==> config.mk <==
export PLATFORM = sky130hd
export DESIGN_NAME = wb_bram_ctrl_flat
export DESIGN_NICKNAME = d
export VERILOG_FILES = /design/src/rtl/wb_bram_ctrl_pkg.sv /design/src/rtl/wb_bram_ctrl_if.sv /design/src/rtl/wb_bram_ctrl.sv /design/src/flat_wrapper.sv
export SDC_FILE = /design/constraint.sdc
export NUM_CORES = 1
export LEC_CHECK = 0
export BUFFER_PORTS_ARGS = -buffer_cell sky130_fd_sc_hd__buf_2
export CAP_MARGIN = 25
export CORE_MARGIN = 2
export CORE_UTILIZATION = 35
export CTS_CLUSTER_DIAMETER = 80
export DETAILED_ROUTE_END_ITERATION = 10
export PLACE_DENSITY_LB_ADDON = 0.3
export SLEW_MARGIN = 20
export SYNTH_ARGS = -nofsm -noshare
export SYNTH_HDL_FRONTEND = slang
export SYNTH_SLANG_ARGS = --single-unit
export TNS_END_PERCENT = 5
==> constraint.sdc <==
create_clock -name wb_clk_i -period 2.4 [get_ports wb_clk_i]
set_input_delay 0.36 -clock wb_clk_i [delete_from_list [all_inputs] [get_ports wb_clk_i]]
set_output_delay 0.36 -clock wb_clk_i [all_outputs]
set_load 0.02 [all_outputs]
==> src/rtl/wb_bram_ctrl_pkg.sv <==
// Shared definitions for the Wishbone BRAM front-end: FSM encoding, window bases and hit decode.
package wb_bram_ctrl_pkg;

    typedef enum logic [1:0] {
        ST_IDLE  = 2'd0,
        ST_ISSUE = 2'd1,
        ST_WAIT  = 2'd2,
        ST_ACK   = 2'd3
    } state_e;

    localparam logic [11:0] BRAM_BASE_HI = 12'h380;
    localparam logic [11:0] UART_BASE_HI = 12'h300;

    // Holds MEM_LATENCY + WAIT_STATES, at most 4 + 7.
    localparam int CNT_W = 4;

    function automatic logic bram_hit(input logic cyc, input logic stb,
                                      input logic [11:0] adr_hi, input logic [11:0] base);
        return cyc & stb & (adr_hi == base);
    endfunction

endpackage

==> src/rtl/wb_bram_ctrl_if.sv <==
// Wishbone classic slave bus as seen by the BRAM front-end.
interface wb_bram_ctrl_if;

    logic        wbs_stb_i;
    logic        wbs_cyc_i;
    logic        wbs_we_i;
    logic [3:0]  wbs_sel_i;
    logic [31:0] wbs_dat_i;
    logic [31:0] wbs_adr_i;
    logic        wbs_ack_o;
    logic [31:0] wbs_dat_o;

    modport slave (
        input  wbs_stb_i, wbs_cyc_i, wbs_we_i, wbs_sel_i, wbs_dat_i, wbs_adr_i,
        output wbs_ack_o, wbs_dat_o
    );

    modport master (
        output wbs_stb_i, wbs_cyc_i, wbs_we_i, wbs_sel_i, wbs_dat_i, wbs_adr_i,
        input  wbs_ack_o, wbs_dat_o
    );

endinterface

==> src/rtl/wb_bram_ctrl.sv <==
// Wishbone slave front-end for a single-port BRAM: one strobe per transfer, counted latency,
// registered read data and a single-cycle ack. All outputs come straight from registers.
module wb_bram_ctrl
    import wb_bram_ctrl_pkg::*;
#(
    parameter logic [11:0] BASE_HI     = BRAM_BASE_HI,
    parameter int          ADDR_W      = 10,
    parameter int          MEM_LATENCY = 1,
    parameter int          WAIT_STATES = 0
) (
    input  logic              wb_clk_i,
    input  logic              wb_rst_i,
    wb_bram_ctrl_if.slave     wbs,
    output logic              mem_en_o,
    output logic [3:0]        mem_we_o,
    output logic [ADDR_W-1:0] mem_adr_o,
    output logic [31:0]       mem_dat_o,
    input  logic [31:0]       mem_dat_i
);

    localparam logic [CNT_W-1:0] CNT_LOAD = CNT_W'(MEM_LATENCY + WAIT_STATES);

    state_e             state_q, state_d;
    logic [CNT_W-1:0]   cnt_q, cnt_d;
    logic               abort_q, abort_d;
    logic               wr_q, wr_d;
    logic               ack_q, ack_d;
    logic [31:0]        rdata_q, rdata_d;
    logic               en_q, en_d;
    logic [3:0]         we_q, we_d;
    logic [ADDR_W-1:0]  adr_q, adr_d;
    logic [31:0]        wdat_q, wdat_d;
    logic               hit;

    assign hit = bram_hit(wbs.wbs_cyc_i, wbs.wbs_stb_i, wbs.wbs_adr_i[31:20], BASE_HI);

    always_comb begin
        // NOTE: every signal gets a default before the case so no path can infer a latch.
        state_d = state_q;
        cnt_d   = cnt_q;
        abort_d = abort_q;
        wr_d    = wr_q;
        ack_d   = 1'b0;
        rdata_d = 32'h0;
        en_d    = 1'b0;
        we_d    = 4'h0;
        adr_d   = adr_q;
        wdat_d  = wdat_q;

        unique case (state_q)
            ST_IDLE: begin
                if (hit) begin
                    adr_d   = wbs.wbs_adr_i[ADDR_W+1:2];
                    wdat_d  = wbs.wbs_dat_i;
                    wr_d    = wbs.wbs_we_i;
                    we_d    = wbs.wbs_we_i ? wbs.wbs_sel_i : 4'h0;
                    en_d    = 1'b1;
                    abort_d = 1'b0;
                    state_d = ST_ISSUE;
                end
            end
            ST_ISSUE: begin
                cnt_d   = CNT_LOAD;
                abort_d = abort_q | ~wbs.wbs_cyc_i;
                state_d = ST_WAIT;
            end
            ST_WAIT: begin
                cnt_d   = cnt_q - 1'b1;
                abort_d = abort_q | ~wbs.wbs_cyc_i;
                // An abandoned transfer still runs out its count so the issued access completes.
                if (cnt_q == CNT_W'(1)) begin
                    state_d = abort_d ? ST_IDLE : ST_ACK;
                    ack_d   = ~abort_d;
                    rdata_d = (abort_d || wr_q) ? 32'h0 : mem_dat_i;
                end
            end
            ST_ACK: begin
                state_d = ST_IDLE;
            end
            default: state_d = ST_IDLE;
        endcase
    end

    always_ff @(posedge wb_clk_i) begin
        // NOTE: state uses non-blocking assignments so every register sees pre-edge values.
        if (wb_rst_i) begin
            state_q <= ST_IDLE;
            cnt_q   <= '0;
            abort_q <= 1'b0;
            wr_q    <= 1'b0;
            ack_q   <= 1'b0;
            rdata_q <= 32'h0;
            en_q    <= 1'b0;
            we_q    <= 4'h0;
            adr_q   <= '0;
            wdat_q  <= 32'h0;
        end else begin
            state_q <= state_d;
            cnt_q   <= cnt_d;
            abort_q <= abort_d;
            wr_q    <= wr_d;
            ack_q   <= ack_d;
            rdata_q <= rdata_d;
            en_q    <= en_d;
            we_q    <= we_d;
            adr_q   <= adr_d;
            wdat_q  <= wdat_d;
        end
    end

    assign wbs.wbs_ack_o = ack_q;
    assign wbs.wbs_dat_o = rdata_q;
    assign mem_en_o      = en_q;
    assign mem_we_o      = we_q;
    assign mem_adr_o     = adr_q;
    assign mem_dat_o     = wdat_q;

endmodule

==> src/flat_wrapper.sv <==
// flat-port wrapper written by rule: the top's interface ports become plain ports
module wb_bram_ctrl_flat import wb_bram_ctrl_pkg::*;
#(
    parameter logic [11:0] BASE_HI     = BRAM_BASE_HI,
    parameter int          ADDR_W      = 10,
    parameter int          MEM_LATENCY = 1,
    parameter int          WAIT_STATES = 0
)
  (wb_clk_i, wb_rst_i, mem_en_o, mem_we_o, mem_adr_o, mem_dat_o, mem_dat_i, wbs_wbs_stb_i, wbs_wbs_cyc_i, wbs_wbs_we_i, wbs_wbs_sel_i, wbs_wbs_dat_i, wbs_wbs_adr_i, wbs_wbs_ack_o, wbs_wbs_dat_o);
  wb_bram_ctrl_if wbs_i ();
  input  logic wb_clk_i;
  input  logic wb_rst_i;
  output logic mem_en_o;
  output logic [3:0] mem_we_o;
  output logic [ADDR_W-1:0] mem_adr_o;
  output logic [31:0] mem_dat_o;
  input  logic [31:0] mem_dat_i;
  input wire logic [$bits(wbs_i.wbs_stb_i)-1:0] wbs_wbs_stb_i;
  input wire logic [$bits(wbs_i.wbs_cyc_i)-1:0] wbs_wbs_cyc_i;
  input wire logic [$bits(wbs_i.wbs_we_i)-1:0] wbs_wbs_we_i;
  input wire logic [$bits(wbs_i.wbs_sel_i)-1:0] wbs_wbs_sel_i;
  input wire logic [$bits(wbs_i.wbs_dat_i)-1:0] wbs_wbs_dat_i;
  input wire logic [$bits(wbs_i.wbs_adr_i)-1:0] wbs_wbs_adr_i;
  output wire logic [$bits(wbs_i.wbs_ack_o)-1:0] wbs_wbs_ack_o;
  output wire logic [$bits(wbs_i.wbs_dat_o)-1:0] wbs_wbs_dat_o;
  assign wbs_i.wbs_stb_i = wbs_wbs_stb_i;
  assign wbs_i.wbs_cyc_i = wbs_wbs_cyc_i;
  assign wbs_i.wbs_we_i = wbs_wbs_we_i;
  assign wbs_i.wbs_sel_i = wbs_wbs_sel_i;
  assign wbs_i.wbs_dat_i = wbs_wbs_dat_i;
  assign wbs_i.wbs_adr_i = wbs_wbs_adr_i;
  assign wbs_wbs_ack_o = wbs_i.wbs_ack_o;
  assign wbs_wbs_dat_o = wbs_i.wbs_dat_o;
  wb_bram_ctrl #(.BASE_HI(BASE_HI), .ADDR_W(ADDR_W), .MEM_LATENCY(MEM_LATENCY), .WAIT_STATES(WAIT_STATES)) u_core (.wb_clk_i(wb_clk_i), .wb_rst_i(wb_rst_i), .wbs(wbs_i), .mem_en_o(mem_en_o), .mem_we_o(mem_we_o), .mem_adr_o(mem_adr_o), .mem_dat_o(mem_dat_o), .mem_dat_i(mem_dat_i));
endmodule
==> reports/summary.txt, run 1 <==
Detailed Routing Iterations Pass 1 - 4
Pwr Density - 676 nW/µm²
Pre-CTS setup slack - 512 ps
Number of I/O pins - 185
Skew-Pair Late Insertion Delay - 350 ps
CTS hold repair buffers - 0
Final hold slack - 206 ps
#FFs+latches synth - 88
First-pass GRT wire length - 13600 µm
Top post-synthesis cells by area - dfxtp_1 (55%), a21oi_1 (7.4%), o21ai_0 (7.4%), nand3_1 (6.9%), and2_1 (4.3%)
Final setup violating endpoints - 0
CTS Buf Count - 9
Synth top area share - 0.551
Distinct cells, synth - 33
CTS max path bufs - 2
Core Util, Final - 0.489
Vias - 3052
Row count - 34
Power after layout - 2.91 mW
Gr ovfl total - 0
1st-iter DRT viols - 99
HPWL after DPL - 5890 µm
Simple-gate share of the synthesized area - 0.213
Routability congestion estimate - 0.730
Status - finished, final reports clean
Mux share of post-synthesis cell area - 0
Max Cap Violations - 0
CTS clk-pin slew, worst paths - 90 ps
Die H - 99.6 µm
Post-CTS setup buffers - 0
Async S/R FF share, synth - 0
Die ar. - 9910 µm²
Post-DR vias/cell - 4.99
Worst vdd ir - 0.330 mV
CTS root buffer - clkbuf_8
Number of H-tree levels - 3
DRC Markers - 0
Worst Skew - 12.7 ps
Antenna cell count - 0
Mapped Avg Cell Area - 9.54 µm²
Final hold violations - 0
Leak - 2.00 nW
Tmin final - 1690 ps
Net Count, Synth - 445
Final net count - 609
Xor and xnor fraction of the mapped netlist area - 0
Total wire length - 8530 µm
Core footprint - 8810 µm²
Vias in the first global route - 2843
ANT nets after route - 0
Worst setup SP type - flip-flop
Cell Area, Synth - 3200 µm²
Fin Setup TNS - 0 ps
Number of synthesized flops with an enable pin - 0
Max Clock Freq - 590 MHz
RSZ-0062 raised after global routing - no
Die W - 99.6 µm
Largest fanout on the critical path - 5
Port Buffers - 174
Period utilisation layout - 0.706
Critical Path AT - 1900 ps
Initial Utilization - 0.363
Largest net degree at the start of global routing - 45
Worst EP required - 2610 ps
Initial antenna violation count - 0
Syn. warnings - 0
Synth Instances - 335
Total GRT Usage - 0.171
Slew headroom - 0.632
Crit. End Element - flip-flop
CTS sink count - 88
Proportion of layout cells with a drive suffix above 1 - 0.429
Area Growth Syn to Fin - 34.8%
WL/cell - 13.9 µm
HP Class - in2reg
Seq/Total Area, Yosys - 0.551
CTS tree - built
Worst Max-Slew Pin Slew - 552 ps
Adder-cell share of the synthesized area - 0.0196
Post-synth top flop - dfxtp_1
Setup ws final - 706 ps
Compound-cell area share of the yosys netlist - 0.159
Hold Path Cell Cnt - 2
Worst R2R Path Depth - 5
Post-cts sizing count - 0
Cell taking the most area after synthesis - dfxtp_1
Main combinational cell family by area after synthesis - simple AND/OR/NAND/NOR gates
Classification of the worst setup path - reg2reg
Slew Limit Fails - 0
[critical path, stage by stage (launching register included)]
cell and delay, ps:
dfxtp_1 400, ha_1 150, or3b_4 400, and2_1 190, nor4b_1 320, a211oi_1 90
[cell usage after synthesis (all sizes together), types with 5 or more instances]
cell type,n
and4,5
clkbuf,15
ha,5
nor2,7
inv,8
buf,13
dfxtp,88
nand3,44
o21ai,48
and2,34
a21oi,47
[flip-flops by register name, summed over array words and instances, names as in the netlist]
| register | count |
|---|---|
| u_core.mem_adr_o | 10 |
| u_core.wbs.wbs_dat_o | 32 |
| u_core.state_q | 2 |
| u_core.wbs.wbs_ack_o | 1 |
| u_core.abort_q | 1 |
| u_core.mem_we_o | 4 |
| u_core.mem_dat_o | 32 |
| u_core.mem_en_o | 1 |
| u_core.wr_q | 1 |
| u_core.cnt_q | 4 |
[layer usage]
| layer | global-route usage | vias up | share of wire |
|---|---|---|---|
| met5 | 0 | - | 0 |
| met4 | 0.0769 | 0 | 0.023 |
| met3 | 0.0618 | 16 | 0.12 |
| met2 | 0.257 | 156 | 0.41 |
| met1 | 0.219 | 1390 | 0.45 |
| li1 | - | 1490 | - |
[cell families (layout without fill, tap and decap cells)]
kind of cell,count (synthesis),count (layout)
flops,88,88
simple gates,107,107
compound gates,99,99
buf+inv,36,205
fa+ha+maj,5,5
[area by class of cell]
cell class	count	area (µm²)
Tap cell	108	135
Sequential cell	88	1760
Clock inverter	5	38.8
Clock buffer	11	151
Fill cell	883	4500
Multi-Input combinational cell	211	1250
Timing Repair Buffer	181	936
Inverter	8	30.0
[stage by stage]
step                cells  cell area (µm²)
floorplan             335             3200
global route          612             4310
detailed placement    596             4120
CTS                   612             4310
global placement      596             4120
finish                612             4310
[placed cells by master, fill, tap and decap left out, drive strengths merged, types with 2 or more instances in the layout]
cell type / netlist / layout
buf: 13 / 181
nand4: 2 / 2
o21ai: 48 / 48
nor2: 7 / 7
ha: 5 / 5
clkinv: 0 / 3
clkbuf: 15 / 11
inv: 8 / 9
nor4: 3 / 3
nand2: 2 / 2
nor3: 3 / 3
dfxtp: 88 / 88
a21oi: 47 / 47
and4: 5 / 5
and2: 34 / 34
nor3b: 2 / 2
nand3: 44 / 44
[path summary, 6_finish.rpt]
| check | startpoint | to | slack, ps |
|---|---|---|---|
| hold / removal | mem_dat_i[3] | u_core.wbs.wbs_dat_o[3] | 210 |
| hold reg to reg | u_core.mem_dat_o[27] | u_core.mem_dat_o[27] | 470 |
| setup reg to reg | u_core.cnt_q[0] | u_core.state_q[0] | 710 |
| setup / recovery | u_core.cnt_q[0] | u_core.state_q[0] | 710 |
[where the power goes]
part / internal [mW] / switching, mW / total (mW)
combinational: 0.144 / 0.308 / 0.452
clock: 0.439 / 0.535 / 0.974
sequential: 1.48 / 0.0124 / 1.49
total: 2.06 / 0.856 / 2.91
(Power assumes the default switching activity.)
==> run 2: changes to the inputs <==
==> constraint.sdc (replaced) <==
create_clock -name wb_clk_i -period 1.8 [get_ports wb_clk_i]
set_input_delay 0.27 -clock wb_clk_i [delete_from_list [all_inputs] [get_ports wb_clk_i]]
set_output_delay 0.27 -clock wb_clk_i [all_outputs]
set_load 0.02 [all_outputs]
==> reports/summary.txt, run 2 (same netlist as run 1, synthesis figures left out) <==
Crit. End Element - flip-flop
Worst Max-Slew Pin Slew - 361 ps (-191 ps)
Reg area - 1760 µm² (unchanged)
Final net count - 613 (+0.66%)
Power after layout - 3.91 mW (+34%)
Classification of the worst setup path - reg2reg
Initial antenna violation count - 0 (unchanged)
Die W - 99.6 µm (unchanged)
First-pass GRT wire length - 14100 µm (+3.6%)
CTS Buf Count - 9 (unchanged)
Port Buffers - 174 (unchanged)
Die H - 99.6 µm (unchanged)
Proportion of layout cells with a drive suffix above 1 - 0.433 (+0.00450)
CTS tree - built
Final setup violating endpoints - 0 (unchanged)
Max Cap Violations - 0 (unchanged)
RSZ-0062 raised after global routing - no
Pre-CTS setup slack - 162 ps (-350 ps)
Row count - 34 (unchanged)
Post-CTS setup buffers - 0 (unchanged)
Post-DR vias/cell - 4.91 (-1.5%)
Worst EP required - 2090 ps (-520 ps)
Core footprint - 8810 µm² (unchanged)
Gr ovfl total - 0 (unchanged)
Multi-input logic area - 1250 µm² (unchanged)
1st-iter DRT viols - 93 (-6.1%)
Fillers - 875 (-0.91%)
Core Util, Final - 0.494 (+0.00483)
Critical Path AT - 1920 ps (+20 ps)
Die ar. - 9910 µm² (unchanged)
Period utilisation layout - 0.906 (+0.201)
CTS max path bufs - 2 (unchanged)
Total wire length - 8570 µm (+0.43%)
HP Class - in2reg
Largest fanout on the critical path - 32 (+27)
Largest net degree at the start of global routing - 41 (-8.9%)
Worst R2R Path Depth - 5 (unchanged)
Vias in the first global route - 2943 (+3.5%)
Fin Setup TNS - 0 ps (unchanged)
Number of H-tree levels - 3 (unchanged)
Antenna cell count - 0 (unchanged)
Fin cells - 616 (+0.65%)
Slew headroom - 0.760 (+0.127)
Detailed Routing Iterations Pass 1 - 5 (+1)
Area Growth Syn to Fin - 36.1%
CTS hold repair buffers - 0 (unchanged)
WL/cell - 13.9 µm (-0.22%)
Skew-Pair Late Insertion Delay - 350 ps (about the same)
Worst Skew - 15.0 ps (+2.30 ps)
DRC Markers - 0 (unchanged)
CTS root buffer - clkbuf_8
Final hold violations - 0 (unchanged)
Post-cts sizing count - 0 (unchanged)
Slew Limit Fails - 0 (unchanged)
Total GRT Usage - 0.177 (+0.00643)
ANT nets after route - 0 (unchanged)
HPWL after DPL - 6070 µm (+3.0%)
Status - finished, final reports clean
Leak - 2.02 nW (+0.87%)
Routability congestion estimate - 0.718 (-1.7%)
Setup ws final - 168 ps (-538 ps)
Pwr Density - 899 nW/µm² (+33%)
Dpl cells - 600 (+0.67%)
Most frequent cells in the layout - buf_2 (174), dfxtp_1 (88), o21ai_0 (47), a21oi_1 (47), nand3_1 (44)
Worst vdd ir - 0.420 mV (+27%)
Worst setup SP type - flip-flop
Reg2Reg Setup Slack - 170 ps (-540 ps)
CTS clk-pin slew, worst paths - 90 ps (about the same)
Initial Utilization - 0.363 (unchanged)
Leading cell type in the layout, fill and taps excluded - buf_2
Number of I/O pins - 185 (unchanged)
Hold Path Cell Cnt - 2 (unchanged)
Tmin final - 1630 ps (-61.9 ps)
Max Clock Freq - 613 MHz (+3.8%)
Vias - 3026 (-0.85%)
CTS sink count - 88 (unchanged)
## run 2: final timing paths
path / start / endpoint
hold reg to reg: u_core.mem_dat_o[25] / u_core.mem_dat_o[25]
setup / recovery: u_core.cnt_q[0] / u_core.wbs.wbs_dat_o[13]
setup reg to reg: u_core.cnt_q[0] / u_core.wbs.wbs_dat_o[13]
hold / removal: mem_dat_i[11] / u_core.wbs.wbs_dat_o[11]
## run 2: power by group
group / switching [mW] / internal (mW)
clock network: 0.707 / 0.585
logic: 0.418 / 0.219
registers: 0.0159 / 1.97
total: 1.14 / 2.77
## run 2: area by class of cell
cell class,count,share of cell area
flip-flops and latches,88,0.405
multi-input cells,211,0.288
repair buffers,185,0.225
clock buffers,11,0.0348
well taps,108,0.0311
clock inverters,5,0.00892
inverters,8,0.00690
## run 2: metal layers
layer	vias up	GRT usage	wire (µm)
met5	-	0	0
met4	0	0.0695	144
met3	11	0.0661	930
met2	158	0.272	3700
met1	1365	0.226	3790
li1	1492	-	-
## run 2: critical path, cell delays in order (launching register included)
cell	delay [ps]
dfxtp_1	390
ha_1	150
or3b_4	400
nor4_4	290
buf_12	200
and2_2	140
## run 2: per-stage QoR
stage | cell area (µm²) | hold WS, ps
floorplan | 3200 | 392
global placement | 4160 | 458
detailed placement | 4160 | 463
CTS | 4350 | 92.0
global route | 4350 | 97.1
finish | 4350 | 116
